--- config.mk ---
export PLATFORM = sky130hd
export DESIGN_NAME = fifo_write_arbiter
export DESIGN_NICKNAME = d
export VERILOG_FILES = /design/src/rtl/fifo_write_arbiter.sv
export SDC_FILE = /design/constraint.sdc
export NUM_CORES = 1
export LEC_CHECK = 0
export ABC_AREA = 1
export CAP_MARGIN = 20
export CORE_UTILIZATION = 36
export CTS_BUF_LIST = sky130_fd_sc_hd__clkbuf_4 sky130_fd_sc_hd__clkbuf_8
export CTS_CLUSTER_SIZE = 40
export DETAILED_ROUTE_END_ITERATION = 10
export PLACE_DENSITY = 0.88
export SLEW_MARGIN = 20
export SYNTH_ARGS = -nofsm -noshare
export SYNTH_HDL_FRONTEND = slang
export SYNTH_SLANG_ARGS = --single-unit
--- constraint.sdc ---
create_clock -name clk -period 1.8 [get_ports clk]
set_input_delay 0.36 -clock clk [delete_from_list [all_inputs] [get_ports clk]]
set_output_delay 0.36 -clock clk [all_outputs]
set_load 0.05 [all_outputs]
--- src/rtl/fifo_write_arbiter.sv ---
// Round-robin arbiter sharing one synchronous FIFO write port among NUM_REQ
// valid/ready producers, granting bursts of up to MAX_BURST beats.
module fifo_write_arbiter #(
   parameter int unsigned NUM_REQ    = 4,
   parameter int unsigned DATA_WIDTH = 16,
   parameter int unsigned MAX_BURST  = 4,
   localparam int unsigned GW = (NUM_REQ > 2) ? $clog2(NUM_REQ) : 1
) (
   input  logic                          clk,
   input  logic                          reset,
   input  logic [NUM_REQ-1:0]            req_valid,
   input  logic [NUM_REQ*DATA_WIDTH-1:0] req_data,
   output logic [NUM_REQ-1:0]            req_ready,
   input  logic                          fifo_full,
   output logic                          fifo_write_en,
   output logic [DATA_WIDTH-1:0]         fifo_data_in,
   output logic                          grant_valid,
   output logic [GW-1:0]                 grant_id
);

   localparam int unsigned BW = (MAX_BURST > 2) ? $clog2(MAX_BURST) : 1;

   typedef enum logic {IDLE, GRANT} state_t;

   state_t                  state;
   logic [GW-1:0]           owner;
   logic [GW-1:0]           rr_ptr;
   logic [BW-1:0]           burst_cnt;

   logic [NUM_REQ-1:0]      rot;
   logic [GW-1:0]           pick;
   logic                    any_req;
   int unsigned             pick_sum;
   logic                    owner_valid;
   logic [DATA_WIDTH-1:0]   owner_data;
   logic                    accept;
   logic                    burst_last;
   logic [GW-1:0]           next_rr;

   // Rotate requests so bit 0 is rr_ptr, then take the lowest set bit
   always_comb begin
      rot      = NUM_REQ'({req_valid, req_valid} >> rr_ptr);
      any_req  = 1'b0;
      pick_sum = 0;
      pick     = '0;
      for (int unsigned j = 0; j < NUM_REQ; j++) begin
         if (!any_req && rot[j]) begin
            any_req  = 1'b1;
            pick_sum = 32'(rr_ptr) + j;
            if (pick_sum >= NUM_REQ) begin
               pick_sum = pick_sum - NUM_REQ;
            end
         end
      end
      pick = GW'(pick_sum);
   end

   // Owner's valid bit and data slice
   always_comb begin
      owner_valid = 1'b0;
      owner_data  = '0;
      for (int unsigned i = 0; i < NUM_REQ; i++) begin
         if (owner == GW'(i)) begin
            owner_valid = req_valid[i];
            owner_data  = req_data[i*DATA_WIDTH +: DATA_WIDTH];
         end
      end
   end

   assign accept     = !reset && (state == GRANT) && owner_valid && !fifo_full;
   assign burst_last = (burst_cnt == BW'(MAX_BURST - 1));
   assign next_rr    = (owner == GW'(NUM_REQ - 1)) ? '0 : owner + GW'(1);

   always_comb begin
      req_ready = '0;
      for (int unsigned i = 0; i < NUM_REQ; i++) begin
         req_ready[i] = accept && (owner == GW'(i));
      end
   end

   assign fifo_write_en = accept;
   assign grant_valid   = !reset && (state == GRANT);
   assign grant_id      = grant_valid ? owner : '0;
   assign fifo_data_in  = grant_valid ? owner_data : '0;

   // Grant FSM: a full FIFO stalls the owner indefinitely; a dropped valid releases
   always_ff @(posedge clk) begin
      if (reset) begin
         state     <= IDLE;
         owner     <= '0;
         rr_ptr    <= '0;
         burst_cnt <= '0;
      end else begin
         case (state)
            IDLE: begin
               if (any_req) begin
                  owner     <= pick;
                  burst_cnt <= '0;
                  state     <= GRANT;
               end
            end
            GRANT: begin
               if (!owner_valid || (accept && burst_last)) begin
                  state     <= IDLE;
                  rr_ptr    <= next_rr;
                  burst_cnt <= '0;
               end else if (accept) begin
                  burst_cnt <= burst_cnt + BW'(1);
               end
            end
            default: state <= IDLE;
         endcase
      end
   end

endmodule

==> out/qor.yml, run 1 <==
synth_top_area_cell: "o21ai_0"
rows: 21
hold_buffers: 0
lastStage: "global routing (5_1_grt)"
syn-cell-area_um2: 1320
place.port_buffers: 94
yosys.area_share.xor_xnor: 0.00666
syn_inst: 236
netlist_top_cells_area: "o21ai_0, a21oi_1, dfxtp_1, nand2_1, nor2_1"
endpoint_type: "primary output"
crit_endpoint: "fifo_data_in[5]"
syn_area_per_cell_um2: 5.57
place_congestion: 0.823
synth_common_cells: "o21ai_0, a21oi_1, nand2_1, nor2_1, inv_1"
cts_root_buf: "clkbuf_4"
dieWidth_um: 62.4
netlist.area_leader.share: 0.167
synth_top_family_by_area: "compound AO/OA/AOI/OAI gates"
synth_ff_type: "dfxtp_1"
clk_path_buf_depth: 2
ys_seq_area_frac: 0.107
die_h_um: 62.4
synth_nets: 312
synth_warnings: 0
numCtsBuffers: 3
outcome: "did not finish"
dpl.hpwl_um: 5230
synth-compound-area-share: 0.365
synthMuxAreaShare: 0
cts_sinks: 7
start_util: 0.385
synth-simple-area-share: 0.348
pre_cts_slack_ps: -292
synth_cell_type_count: 27
h-tree-depth: 1
error_line: "[ERROR DPL-0038] Utilization greater than 100%, impossible to legalize"
async_flop_share: 0
synth_edf_count: 0
grt_max_degree: 29
synth.most_common_cell: "o21ai_0"
synth-seq-cells: 7
io_pins: 95
synth-adder-area-share: 0.0476
==> metrics by stage <==
stage               area, um2  std cells
floorplan                1580        236
global placement         3020        398
detailed placement       3020        398
CTS                      3210        413
==> what timing repair did <==
action | 4_1_cts
pin swaps | 23
setup endpoints to repair | 23
endpoints found under the hold margin | 0
buffers inserted | 10
gates cloned | 1
gates resized for setup | 56
==> kinds of logic after synthesis <==
kind of cell             Yosys count
flip-flops                         7
buffers and inverters             36
AO/OA/AOI/OAI                     92
XOR/XNOR                           1
AND/OR/NAND/NOR                   95
adder cells (fa/ha/maj)            5
==> run 2, diff against run 1 <==
- CORE_UTILIZATION: 36 -> 30
- CTS_BUF_LIST: sky130_fd_sc_hd__clkbuf_4 sky130_fd_sc_hd__clkbuf_8 -> default
- CTS_CLUSTER_SIZE: 40 -> default
- PLACE_DENSITY: 0.88 -> default
- PLACE_DENSITY_LB_ADDON: default -> 0.15
==> run 2 against run 1 <==
Compared with the run above:
- the flow now finishes, with violations (negative setup slack)
- synthesized area did not move
- synthesized cell count did not move
==> out/qor.yml, run 2 <==
outcome: "complete, but fails checks"
failed_checks: "negative setup slack"
min_period_ps: 2050
cap_violations: 0
r2r_slack_ps: 160
clock_skew_ps: 3.42
coreArea_um2: 4120
place.port_buffers: 94  # unchanged
cts_root_buf: "clkbuf_8"
required_ps: 1440
fin_nets: 432
io_pins: 95  # unchanged
multi_input_area_um2: 1340
critPathLaunchType: "flip-flop"
start_util: 0.320  # -0.0654
finalSetupViolCount: 21
synth.most_common_cell: "o21ai_0"
viasPerCell: 5.05
power_density_nw_per_um2: 1240
synth_cell_type_count: 27  # unchanged
synth-compound-area-share: 0.365  # unchanged
relSlewSlack: 0.742
grt_pass1_wl_um: 8410
drv_slew: 0
place_area_um2: 3000  # -0.41%
hold_path.class: "primary input to flip-flop"
drive_gt1_frac: 0.397
dieWidth_um: 68.2  # +9.2%
min_from: "reset"
synth_ff_type: "dfxtp_1"
min_to: "state$_SDFF_PP0_"
area_growth_pct: 147
h-tree-depth: 1  # unchanged
hold_buffers: 0  # unchanged
place_congestion: 0.793  # -3.6%
final_cell_mix: "clkdlybuf4s50_1, o21ai_1, buf_12"
syn_area_per_cell_um2: 5.57  # unchanged
overflow: 0
synth-simple-area-share: 0.348  # unchanged
endpoint_kind: "output port"
die-area_um2: 4650
hold_depth: 2
drt-pass1-iter-count: 4
clk_path_buf_depth: 2  # unchanged
grt_pass1_vias: 1850
regArea_um2: 148
synth-adder-area-share: 0.0476  # unchanged
layoutNonFillerInstCount: 405
clk_latency_ps: 230
numCtsBuffers: 3  # unchanged
routed_wirelength_um: 5790
fillCellCount: 287
grt_setup_unrepaired: "yes"
p_total_uw: 4020
async_flop_share: 0  # unchanged
r2r-end: "burst_cnt[1]$_SDFFE_PP0P_"
r2r_start: "owner[1]$_SDFFE_PP0P_"
drtIter0Drc: 129
synth_nets: 312  # unchanged
netlist.area_leader.share: 0.167  # unchanged
synth_warnings: 0  # unchanged
hold_viol_final: 0
largestRegisters: "burst_cnt x2, owner x2, rr_ptr x2"
antenna_found_initial: 0
grt_max_degree: 34
power_leakage_uw: 0.00128
clock.fmax_mhz: 487
critical_path.max_fanout: 16
grt_usage: 0.240
die_h_um: 68.2  # +9.2%
diodes: 0
netlist_top_cells_area: "o21ai_0, a21oi_1, dfxtp_1, nand2_1, nor2_1"
tns_ps: -4380
ys_seq_area_frac: 0.107  # unchanged
r2r_cells: 13
fin_crit_sh: 1.14
synth_edf_count: 0  # unchanged
layout_commonest_cell: "clkdlybuf4s50_1"
ant_nets: 0
syn-cell-area_um2: 1320  # unchanged
worst_pin_slew_ps: 387
dpl.hpwl_um: 4390  # -16%
cts_sinks: 7  # unchanged
synth_top_area_cell: "o21ai_0"
synth-seq-cells: 7  # unchanged
rows: 23  # +9.5%
path_class: "flip-flop to output port"
max-vdd-ir-drop_mv: 0.863
path_clk_slew_ps: 40
synth_common_cells: "o21ai_0, a21oi_1, nand2_1, nor2_1, inv_1"
placed_cells: 393  # -1.3%
yosys.area_share.xor_xnor: 0.00666  # unchanged
vias: 2044
drc: 0
setup_slack_ps: -252
synth_top_family_by_area: "compound AO/OA/AOI/OAI gates"
final_area_um2: 3240
cts_tree: "yes"
syn_inst: 236  # unchanged
wl_per_cell_um: 14.3
synthMuxAreaShare: 0  # unchanged
worst_ep_arrival_time_ps: 1690
==> run 2: cell counts after synthesis <==
Identical to the previous run, type by type.
==> run 2: worst max-delay path, stage by stage (launching register included) <==
cell     delay (ps)
dfxtp_4         350
inv_4            80
ha_4            210
buf_12          170
a21oi_1          50
o21ai_1         180
o21ai_2         100
a21oi_4         170
buf_12          150
==> run 2: power breakdown <==
part | switching [uW] | internal (uW)
sequential | 95.4 | 225
combinational | 1920 | 1550
clock | 70.6 | 153
total | 2090 | 1930
==> run 2: metrics by stage <==
stage,util,setup slack (ps),hold WS [ps]
finish,0.788,-252,351
global route,0.788,-336,353
CTS,0.753,-261,571
detailed placement,0.730,-291,565
global placement,0.730,-259,554
floorplan,-,-287,429
==> run 2: cell type report <==
class                      count  share of cell area
clock buffer                   4              0.0139
multi-input combinational    193               0.412
inverter                      22              0.0328
timing repair inverter         1             0.00347
sequential                     7              0.0455
tap                           50              0.0193
timing repair buffer         128               0.473
==> run 2: repair_timing <==
item	in CTS	in global routing
pin swaps	2	9
endpoints found under the setup margin	23	23
gates resized for setup	43	30
setup buffers	3	4
gates cloned	1	0
==> run 2: per-layer routing <==
layer / share of wire / GRT usage / up-vias
met5: 0 / 0 / -
met4: 0.015 / 0.0703 / 0
met3: 0.085 / 0.0483 / 12
met2: 0.52 / 0.455 / 74
met1: 0.38 / 0.265 / 920
li1: - / - / 1038
==> run 2: worst max path at each step <==
| stage | start | endpoint | slack [ps] | depth (start not counted) |
|---|---|---|---|---|
| final | owner[1]$_SDFFE_PP0P_ | fifo_data_in[11] | -250 | 8 |
| after global routing | owner[1]$_SDFFE_PP0P_ | fifo_data_in[11] | -340 | 8 |
| after CTS | owner[1]$_SDFFE_PP0P_ | req_ready[2] | -260 | 11 |
| after detailed placement | req_valid[0] | req_ready[3] | -290 | 10 |
| after global placement | req_valid[0] | req_ready[0] | -260 | 10 |
| after floorplan | owner[1]$_SDFFE_PP0P_ | req_ready[0] | -290 | 11 |
==> run 2: logic make-up (layout without fill, tap and decap cells) <==
logic type | count (synthesis) | count (layout)
AOI/OAI and AO/OA | 92 | 92
xor gates and xnor gates | 1 | 1
adders and majority gates | 5 | 5
buffers and inverters | 36 | 155
DFF | 7 | 7
and+or+nand+nor | 95 | 95
Power figures use the tool's default switching activity.
==> run 3, diff against run 2 <==
- PLACE_DENSITY: default -> 0.77
- PLACE_DENSITY_LB_ADDON: 0.15 -> default
==> run 3 against run 2 <==
Compared with the run above:
- the run still ends with negative setup slack left
- sequential share of layout area hardly changed
- worst setup slack got worse by 47 ps
- register-to-register slack got worse by 30 ps
- critical path depth did not move
- via count grew 3.3%
- maximum frequency shrank 2.2%
- wire length up 3.9%
- global-route usage grew 2.3 points
- die area unchanged
- cell count is 0.74% higher
==> out/qor.yml, run 3 (same netlist as run 2, synthesis figures left out) <==
outcome: "complete, but fails checks"
failed_checks: "negative setup slack"
drtIter0Drc: 117  # -9.3%
min_period_ps: 2100  # +46.6 ps
dieWidth_um: 68.2  # unchanged
fin_nets: 435  # +0.69%
power_leakage_uw: 0.00127  # -0.38%
grt_usage: 0.263  # +0.0230
p_total_uw: 4080  # +1.7%
viasPerCell: 5.17  # +2.5%
tns_ps: -4720  # -332 ps
r2r-end: "rr_ptr[0]$_SDFFE_PP0P_"
cts_sinks: 7  # unchanged
start_util: 0.320  # unchanged
startpoint: "owner[1]$_SDFFE_PP0P_"
place.port_buffers: 94  # unchanged
dr_wl_met2_um: 3040  # +1.2%
ant_nets: 0  # unchanged
clock_skew_ps: 0.794  # -2.62 ps
hold_viol_final: 0  # unchanged
overflow: 0  # unchanged
h-tree-depth: 1  # unchanged
clock.fmax_mhz: 476  # -2.2%
r2r_slack_ps: 130  # -30 ps
grt_setup_unrepaired: "yes"
power_density_nw_per_um2: 1260  # +2.1%
grt_pass1_wl_um: 9310  # +11%
fin_crit_sh: 1.17  # +0.0259
die_h_um: 68.2  # unchanged
layoutNonFillerInstCount: 408  # +0.74%
io_pins: 95  # unchanged
area_growth_pct: 145
die-area_um2: 4650  # unchanged
drc: 0  # unchanged
final_cell_mix: "clkdlybuf4s50_1, buf_4, o21ai_1"
critPathLaunchType: "flip-flop"
r2r_start: "owner[1]$_SDFFE_PP0P_"
cts_root_buf: "clkbuf_8"
required_ps: 1440  # about the same
place_congestion: 0.831  # +4.8%
met3_wirelength_um: 418  # -15%
vias: 2111  # +3.3%
rows: 23  # unchanged
largestRegisters: "burst_cnt x2, owner x2, rr_ptr x2"
crit_path_end: "fifo_data_in[10]"
numCtsBuffers: 3  # unchanged
drive_gt1_frac: 0.430  # +0.0330
relSlewSlack: 0.750  # +0.00797
setup_slack_ps: -299  # -46.6 ps
detail_route.wirelength.met1_um: 2400  # +8.8%
top_layer_used: "met4"
grt_pass1_vias: 2052  # +11%
dpl.hpwl_um: 4550  # +3.6%
clk_latency_ps: 230  # about the same
diodes: 0  # unchanged
drt-pass1-iter-count: 4  # unchanged
coreArea_um2: 4120  # unchanged
grt_max_degree: 19  # -44%
cts_tree: "yes"
cap_violations: 0  # unchanged
path_class: "flip-flop to output port"
finalSetupViolCount: 21  # unchanged
worst_pin_slew_ps: 375  # -11.9 ps
wl_per_cell_um: 14.8  # +3.1%
hold_path.class: "primary input to flip-flop"
drv_slew: 0  # unchanged
layout_commonest_cell: "clkdlybuf4s50_1"
endpoint_kind: "output port"
routed_wirelength_um: 6020  # +3.9%
clk_path_buf_depth: 2  # unchanged
path_clk_slew_ps: 40  # about the same
antenna_found_initial: 0  # unchanged
critical_path.max_fanout: 10  # -6
max-vdd-ir-drop_mv: 0.659  # -24%
worst_ep_arrival_time_ps: 1740  # +50 ps
r2r_cells: 11  # -2
placed_cells: 398  # +1.3%
==> run 3: cell count changes in the layout (fill, tap and decap cells not counted), sizes merged <==
cell	delta
buf	+3
dlygate4sd2	+2
dlymetal6s2s	-2
clkbuf	-1
clkinv	+1
==> run 3: metal layers <==
metal	vias to the layer above	GRT usage
met5	-	0
met1	963	0.302
met3	16	0.0367
li1	1040	-
met4	0	0.0755
met2	92	0.496
==> run 3: worst min path at each step <==
stage                         startpoint                   endpoint  cells after the start
3_5_place_dp   burst_cnt[1]$_SDFFE_PP0P_  burst_cnt[1]$_SDFFE_PP0P_                      4
3_3_place_gp   burst_cnt[1]$_SDFFE_PP0P_  burst_cnt[1]$_SDFFE_PP0P_                      4
5_1_grt                            reset           state$_SDFF_PP0_                      2
4_1_cts                            reset           state$_SDFF_PP0_                      2
6_report                           reset           state$_SDFF_PP0_                      2
2_1_floorplan                      reset           state$_SDFF_PP0_                      1
==> run 3: power by group <==
group,internal (uW),switching (uW),leakage [uW]
combinational,1550,1990,0.00119
sequential,224,94.1,0.0000590
clock,150,74.5,0.0000255
==> run 3: area by class of cell <==
class | count | area, um2
timing repair buffer | 131 | 1510
tap | 50 | 62.6
timing repair inverter | 1 | 6.26
multi-input combinational | 193 | 1350
inverter | 22 | 104
clock buffer | 3 | 41.3
fill | 296 | 887
sequential | 7 | 148
clock inverter | 1 | 5.00
==> run 3: what timing repair did <==
action | 4_1_cts | 5_1_grt
hold buffers | 0 | 0
setup buffers | 3 | 2
endpoints found under the setup margin | 21 | 21
gates resized for setup | 52 | 22
cloned | 1 | 0
pin swaps | 19 | 13
==> run 3: per-stage QoR <==
stage	hold slack, ps	setup WS [ps]	util	area [um2]
after CTS	463	-255	0.766	3150
after detailed placement	575	-271	0.736	3030
final	462	-299	0.784	3230
after floorplan	429	-287	-	1580
after global routing	485	-352	0.784	3230
after global placement	549	-244	0.736	3030
==> run 3: worst max-delay path, stage by stage (launching register included) <==
cell and delay [ps]:
dfxtp_4 350, inv_4 80, ha_4 230, buf_12 150, a21oi_1 50, o21ai_0 190
o21ai_1 140, a21oi_4 170, buf_12 150
